==> config.mk <==
export PLATFORM = sky130hd
export DESIGN_NAME = uart_tx_arbiter
export DESIGN_NICKNAME = d
export VERILOG_FILES = /design/src/rtl/uart_pkg.sv /design/src/rtl/rr_arbiter.sv /design/src/rtl/uart_tx_arbiter.sv
export SDC_FILE = /design/constraint.sdc
export NUM_CORES = 1
export LEC_CHECK = 0
export ABC_AREA = 1
export CAP_MARGIN = 20
export CELL_PAD_IN_SITES_DETAIL_PLACEMENT = 0
export CELL_PAD_IN_SITES_GLOBAL_PLACEMENT = 1
export CORE_MARGIN = 5
export CORE_UTILIZATION = 30
export CTS_CLUSTER_SIZE = 12
export DETAILED_ROUTE_END_ITERATION = 16
export PLACE_DENSITY = 0.88
export SKIP_LAST_GASP = 1
export SLEW_MARGIN = 15
export SYNTH_ARGS = -nofsm -noshare
export SYNTH_HDL_FRONTEND = slang
export SYNTH_SLANG_ARGS = --single-unit
==> constraint.sdc <==
create_clock -name clk -period 2.04 [get_ports clk]
set_input_delay 0.612 -clock clk [delete_from_list [all_inputs] [get_ports clk]]
set_output_delay 0.612 -clock clk [all_outputs]
set_load 0.01 [all_outputs]
==> src/rtl/uart_pkg.sv <==
// Shared types and helpers for the UART transmit arbiter.
package uart_pkg;

  typedef enum logic [2:0] {
    IDLE,
    LOAD,
    START,
    WAIT_BUSY,
    WAIT_DONE,
    LOCKED
  } state_t;

  localparam int unsigned UART_DATA_W = 8;

  // Ceiling log2, never smaller than 1 so a 1-bit field always exists.
  function automatic int unsigned clog2(input int unsigned value);
    int unsigned width;
    int unsigned span;
    width = 0;
    span  = 1;
    while (span < value) begin
      span  = span << 1;
      width = width + 1;
    end
    return (width == 0) ? 1 : width;
  endfunction

endpackage

==> src/rtl/rr_arbiter.sv <==
// Combinational round-robin selector: first requester at or above ptr, wrapping.
module rr_arbiter
  import uart_pkg::*;
#(
  parameter int unsigned NUM_REQ = 4,
  parameter int unsigned ID_W    = clog2(NUM_REQ)
) (
  input  logic [NUM_REQ-1:0] req,
  input  logic [ID_W-1:0]    ptr,
  output logic [ID_W-1:0]    grant,
  output logic               any
);

  // Scan NUM_REQ positions starting at ptr; the first active one wins.
  always_comb begin
    int unsigned idx;
    idx   = 0;
    grant = '0;
    any   = 1'b0;
    for (int unsigned off = 0; off < NUM_REQ; off++) begin
      idx = (32'(ptr) + off) % NUM_REQ;
      if (!any && req[idx[ID_W-1:0]]) begin
        any   = 1'b1;
        grant = idx[ID_W-1:0];
      end
    end
  end

endmodule

==> src/rtl/uart_tx_arbiter.sv <==
// Packet-granular round-robin sharing of one uart_tx among NUM_REQ sources.
module uart_tx_arbiter
  import uart_pkg::*;
#(
  parameter int unsigned NUM_REQ   = 4,
  parameter int unsigned DATA_W    = UART_DATA_W,
  parameter int unsigned BUSY_WAIT = 16
) (
  input  logic                        clk,
  input  logic                        rst,
  input  logic [NUM_REQ-1:0]          req_valid,
  input  logic [NUM_REQ*DATA_W-1:0]   req_data,
  input  logic [NUM_REQ-1:0]          req_last,
  output logic [NUM_REQ-1:0]          req_ready,
  output logic                        uart_tx_en,
  output logic [DATA_W-1:0]           uart_tx_data,
  input  logic                        uart_tx_busy,
  output logic [clog2(NUM_REQ)-1:0]   grant_id,
  output logic                        grant_active,
  output logic                        err_timeout
);

  localparam int unsigned ID_W     = clog2(NUM_REQ);
  localparam int unsigned CNT_W    = clog2(BUSY_WAIT + 1);
  localparam logic [CNT_W-1:0] CNT_LAST = CNT_W'(BUSY_WAIT - 1);
  localparam logic [ID_W-1:0]  ID_MAX   = ID_W'(NUM_REQ - 1);

  state_t            state;
  logic [ID_W-1:0]   ptr;
  logic [ID_W-1:0]   next_ptr;
  logic [ID_W-1:0]   arb_grant;
  logic              arb_any;
  logic              last_r;
  logic [CNT_W-1:0]  cnt;
  logic [CNT_W-1:0]  cnt_inc;

  rr_arbiter #(
    .NUM_REQ (NUM_REQ),
    .ID_W    (ID_W)
  ) u_rr (
    .req   (req_valid),
    .ptr   (ptr),
    .grant (arb_grant),
    .any   (arb_any)
  );

  assign next_ptr = (grant_id == ID_MAX) ? '0 : grant_id + 1'b1;
  assign cnt_inc  = cnt + 1'b1;

  // Accept strobe goes to the owner only during the single LOAD cycle.
  always_comb begin
    req_ready = '0;
    if (state == LOAD) req_ready[grant_id] = 1'b1;
  end

  // Main sequencer: grant, load, start pulse, busy tracking and packet lock.
  always_ff @(posedge clk) begin
    if (rst) begin
      state        <= IDLE;
      ptr          <= '0;
      grant_id     <= '0;
      grant_active <= 1'b0;
      uart_tx_en   <= 1'b0;
      uart_tx_data <= '0;
      err_timeout  <= 1'b0;
      last_r       <= 1'b0;
      cnt          <= '0;
    end else begin
      uart_tx_en  <= 1'b0;
      err_timeout <= 1'b0;
      unique case (state)
        IDLE: begin
          if (arb_any) begin
            grant_id     <= arb_grant;
            grant_active <= 1'b1;
            state        <= LOAD;
          end
        end
        LOAD: begin
          uart_tx_data <= req_data[grant_id*DATA_W +: DATA_W];
          last_r       <= req_last[grant_id];
          uart_tx_en   <= 1'b1;
          state        <= START;
        end
        START: begin
          cnt   <= '0;
          state <= WAIT_BUSY;
        end
        WAIT_BUSY: begin
          if (uart_tx_busy) begin
            state <= WAIT_DONE;
          end else begin
            // Compare the incremented value so the pulse lands BUSY_WAIT cycles after START.
            cnt <= cnt_inc;
            if (cnt_inc == CNT_LAST) begin
              err_timeout  <= 1'b1;
              grant_active <= 1'b0;
              ptr          <= next_ptr;
              state        <= IDLE;
            end
          end
        end
        WAIT_DONE: begin
          if (!uart_tx_busy) begin
            if (last_r) begin
              grant_active <= 1'b0;
              ptr          <= next_ptr;
              state        <= IDLE;
            end else begin
              state <= LOCKED;
            end
          end
        end
        LOCKED: begin
          if (req_valid[grant_id]) state <= LOAD;
        end
        default: state <= IDLE;
      endcase
    end
  end

endmodule
After elaboration in Yosys (flattened, before gate mapping)
Index checks and enable logic that the tools add are counted.

Add/subtract/negate cells: 5. Order comparisons: 6. Equal/unequal tests: 14. Shift-type cells: 1. Muxes and demuxes: 46. Bitwise gates (word level): 1. Reductions and logical operators: 17.

Operator list (number): $shiftx A32 B6 Y8 (1); $mux W1 (18); $mux W2 (9); $mux W3 (6); $pmux W3 S6 (1); $lt A2 B3 Y1 const B (5); $bmux W1 S2 (6); $ne A2 B2 Y1 const B (6); $pmux W5 S2 (1); $eq A3 B2 Y1 const B (2); $eq A3 B3 Y1 const B (2); $reduce_and A6 Y1 (1); $add A5 B1 Y5 const B (1); $eq A5 B4 Y1 const B (1); $mux W5 (1); $reduce_and A5 Y1 (1); $add A2 B1 Y2 const B (2); $add A2 B2 Y2 const B (2); $logic_and A1 B1 Y1 (4); $mux W4 (1); $pmux W2 S2 (1); $reduce_and A2 Y1 (2); $reduce_and A4 Y1 (1); $reduce_bool A2 Y1 (2); 11 further kinds (13).

Register bits after elaboration: 24. Input port bits: 43. Output and inout port bits: 17. Word-level logic and storage cells: 99.

Depth between registers and ports, before layout
Depth after elaboration: 14. Depth in mapped cells: 13. Depth with buffers taken out: 12.

Cells and area by module
Synthesis repeated with hierarchy kept, for this count alone.

Cell total of the unflattened synthesis: 298. Area, all modules: 1853.0 µm².

By module, submodules not included: uart_tx_arbiter (times used 1, cells each 239, area each 1534.0 µm²); rr_arbiter (times used 1, cells each 59, area each 319.1 µm²).

Least setup slack after synthesis
OpenSTA, ideal clock, no wires.

Path kind: register to output. Start: reg grant_id[0]. End: out req_ready[0]. Arrival: 1276 ps. Data required time: 1428 ps. Path slack: 152 ps. Cell stages (with the launch flop): 7. Cell sequence: dfxtp_1 -> inv_1 -> clkbuf_1 -> buf_2 -> ha_1 -> inv_1 -> nor2_1.

Cells in the longest elaborated chain, start to end: 5. Elaborated cells between the ends (all ways): 6.

Ends and longest elaborated chain: start: declaration (RTL line uart_tx_arbiter.sv:18) `output logic [clog2(NUM_REQ)-1:0] grant_id,`; start signal: assignment (RTL line uart_tx_arbiter.sv:74) `grant_id <= arb_grant;`; $lt A2 B3 Y1 (not written as such) or $ge A2 B1 Y1 (tied branches) (RTL line uart_tx_arbiter.sv:53) `if (state == LOAD) req_ready[grant_id] = 1'b1;`; $logic_and A1 B1 Y1 (not written as such) (RTL line uart_tx_arbiter.sv:53); $mux W1 (not written as such) (RTL line uart_tx_arbiter.sv:53); $demux W1 S2 (*) (RTL line uart_tx_arbiter.sv:53); $mux W4 (*) (RTL line uart_tx_arbiter.sv:53); end: declaration (RTL line uart_tx_arbiter.sv:14) `output logic [NUM_REQ-1:0] req_ready,`.

Mark *: on every way between the ends. The rest lies on a longest branch, timed or not.

Worst setup path after layout
Start: reg grant_id[0]. End: out req_ready[2].

The elaborated chain is that of the path after synthesis.

==> summary.md <==
| Metric | Value |
|---|---|
| Crit share post-route | `95.3%` |
| Worst Clk Skew | `4.99 ps` |
| Layout Nets | `386` |
| Critical path class | `reg2out` |
| Post-Synth Simple-Gate Area | `28.4%` |
| GRT busiest layer | `met2` |
| Vias per cell | `4.60` |
| Core ar. | `5440 um2` |
| Pleak | `1.12 nW` |
| Cts hold-fix bufs | `0` |
| PortBufs | `59` |
| Final wirelength | `4560 um` |
| Antenna Cells | `0` |
| XOR/XNOR share of the synthesized area | `1.06%` |
| Setup tns final | `0 ps` |
| Max VDD drop | `0.338 mV` |
| Die height | `84.3 um` |
| Synth async-reset ratio | `0%` |
| Initial Util | `30.5%` |
| Mux share of post-synthesis cell area | `0%` |
| Cell accounting for the most synthesized area | `dfxtp_1` |
| GRT Overall Usage | `12.9%` |
| Met3 usage | `5.20%` |
| Status | `completed` |
| Reg2reg path depth | `11` |
| Critical path arrival | `1330 ps` |
| Yosys reg bits | `24` |
| Row count | `27` |
| Num CTS Buffers | `3` |
| CTS tree | `done` |
| Clock slew seen by the registers of the worst setup and hold paths | `80 ps` |
| Clk Latency, worst-skew pair | `260 ps` |
| GRT met1 Usage | `15.1%` |
| Commonest register cell after synthesis | `dfxtp_1` |
| Layout cell share with drive strength beyond 1 | `10.7%` |
| Root Driver | `clkbuf_8` |
| Drt pass-1 iters | `4` |
| EDFF count, synth | `0` |
| Area Overhead vs Synth | `47.5%` |
| Postcts setup bufs | `0` |
| PD cells | `912 nW/um2` |
| Synthesized net count | `319` |
| First-pass GRT wire length | `7780 um` |
| Syn. warnings | `0` |
| Largest net degree at the start of global routing | `21` |
| Slew Limit Fails | `0` |
| Tightest Pin Transition | `424 ps` |
| Share of the synthesized area in the top cell type | `29.0%` |
| Boundary pin count | `60` |
| Hold path cells | `2` |
| CP endpoint kind | `primary output` |
| Synth Area in Compound Gates | `23.5%` |
| Max Cap Viol | `0` |
| DR vias | `1,871` |
| Synth area leaders | `dfxtp_1 (29%), o21ai_0 (10%), inv_1 (9.5%)` |
| Final ANT Viol Nets | `0` |
| Vias in the first global route | `1,826` |
| DP Worst Slack | `-71.8 ps` |
| Synth Area in Adders | `4.53%` |
| Required time of the worst setup path | `1430 ps` |
| Final Critical Period | `1940 ps` |
| Grt total ovfl | `0` |
| Sequential-to-total area share from yosys stat | `29.0%` |
| Synthesized area | `1660 um2` |
| Main combinational cell family by area after synthesis | `simple AND/OR/NAND/NOR gates` |
| Final Hold Fails | `0` |
| Relative slew margins | `71.7%` |
| Worst min path class | `reg2reg` |
| Clock tree buffer depth | `2` |
| Hold slack | `468 ps` |
| Drc violations | `0` |
| Die Area | `7110 um2` |
| Gp weighted congestion | `0.780` |
| Critical Path Start Type | `flip-flop` |
| Chip width | `84.3 um` |
| Grt met2 use | `22.3%` |
| CP max FO | `5` |
| Avg WL per Cell | `11.2 um` |
| Clock Sinks | `24` |
| Mean post-synth cell area | `6.14 um2` |
| Synth cell types | `30` |
| Fmax | `514 MHz` |
| HPWL Detailed | `3750 um` |
| DRT iter0 DRCs | `99` |
| Max H-tree Level | `1` |
| Initial antenna violation count | `0` |
| Final setup fails | `0` |
| Cells after synthesis | `270` |
| Final worst slack | `95.2 ps` |
==> cell usage after synthesis, types with 2 or more instances <==
| cell | number |
|---|---|
| inv_1 | 42 |
| nand2_2 | 8 |
| o22ai_1 | 9 |
| o21ai_1 | 2 |
| a21oi_1 | 23 |
| o21ai_0 | 34 |
| clkbuf_1 | 8 |
| nand2_1 | 40 |
| nand4_1 | 2 |
| ha_1 | 6 |
| nand3_1 | 14 |
| nor2_1 | 40 |
| dfxtp_1 | 24 |
| inv_2 | 2 |
==> path summary, 6_finish.rpt <==
check,start,endpoint,slack (ps)
hold reg to reg,grant_active,grant_active,470
setup / recovery,grant_id[0],req_ready[2],100
hold / removal,grant_active,grant_active,470
setup reg to reg,ptr[0],grant_id[1],440
==> power by group <==
group	internal, mW	switching, mW	leakage [nW]
clock	0.132	0.141	0.0216
combinational	0.589	0.698	0.902
sequential	0.582	0.0894	0.198
total	1.30	0.928	1.12
==> flip-flops by register name (all words and copies together), names as in the netlist <==
signal        count
last_r            1
state             3
grant_id          2
uart_tx_en        1
err_timeout       1
cnt               5
grant_active      1
ptr               2
uart_tx_data      8
==> timing repair <==
action                                  4_1_cts  5_1_grt
pin swaps                                     0        2
hold endpoints to repair                      0        0
gates resized for setup                       8        4
endpoints found under the setup margin        4        3
==> placed cells by master, fill, tap and decap left out <==
master	Yosys	routed
clkdlybuf4s50_1	0	55
inv_1	42	41
nor2_1	40	40
nand2_1	40	40
o21ai_0	34	34
a21oi_1	23	23
dfxtp_1	24	22
buf_4	0	14
nand3_1	14	12
o22ai_1	9	9
nand2_2	8	8
ha_1	6	6
inv_2	2	3
clkbuf_8	0	3
nand3_2	0	2
nand4_1	2	2
o21ai_1	2	2
dlygate4sd2_1	0	2
xnor2_1	1	1
or2_2	1	1
inv_6	1	1
nor2_4	1	1
o21bai_1	1	1
o211a_1	1	1
nor3_1	1	1
a211oi_1	1	1
nand3b_1	1	1
xor2_1	1	1
nor3b_1	1	1
a31oi_1	1	1
o21a_1	1	1
dfxtp_2	0	1
dfxtp_4	0	1
clkbuf_2	0	1
dlymetal6s2s_1	0	1
==> area by class of cell <==
type | instances | area, um2
clock buffers | 3 | 41.3
fillers | 572 | 2990
inverters | 45 | 174
multi-input cells | 190 | 963
flip-flops and latches | 24 | 485
well taps | 72 | 90.1
repair buffers | 73 | 691
==> per-stage QoR <==
step | power, mW | utilization [%] | instances | area (um2)
after CTS | 2.25 | 44.9 | 407 | 2440
final | 2.23 | 45.0 | 407 | 2440
after detailed placement | 1.97 | 44.0 | 404 | 2390
after global routing | 2.47 | 45.0 | 407 | 2440
after global placement | 1.95 | 44.0 | 404 | 2390
after floorplan | 1.43 | - | 270 | 1660
==> layer usage <==
| metal | up-vias | wire, um | share of wire (%) |
|---|---|---|---|
| met5 | - | 0 | 0 |
| met2 | 59 | 2070 | 45 |
| li1 | 1000 | - | - |
| met1 | 808 | 2020 | 44 |
| met4 | 0 | 34 | 0.74 |
| met3 | 4 | 446 | 9.8 |
==> worst max-delay path: stages (launching register included) <==
cell           delay [ps]
dfxtp_2               350
inv_1                 140
ha_1                  170
inv_1                  40
nor2_1                 90
dlygate4sd2_1         290
==> cell families (layout without fill, tap and decap cells) <==
logic type / count (synthesis) / after routing
adders and majority gates: 6 / 6
DFF: 24 / 24
buffers and inverters: 56 / 121
and+or+nand+nor: 109 / 109
AOI/OAI and AO/OA: 73 / 73
xor gates and xnor gates: 2 / 2
No activity file was read; power rests on OpenSTA's default activity.
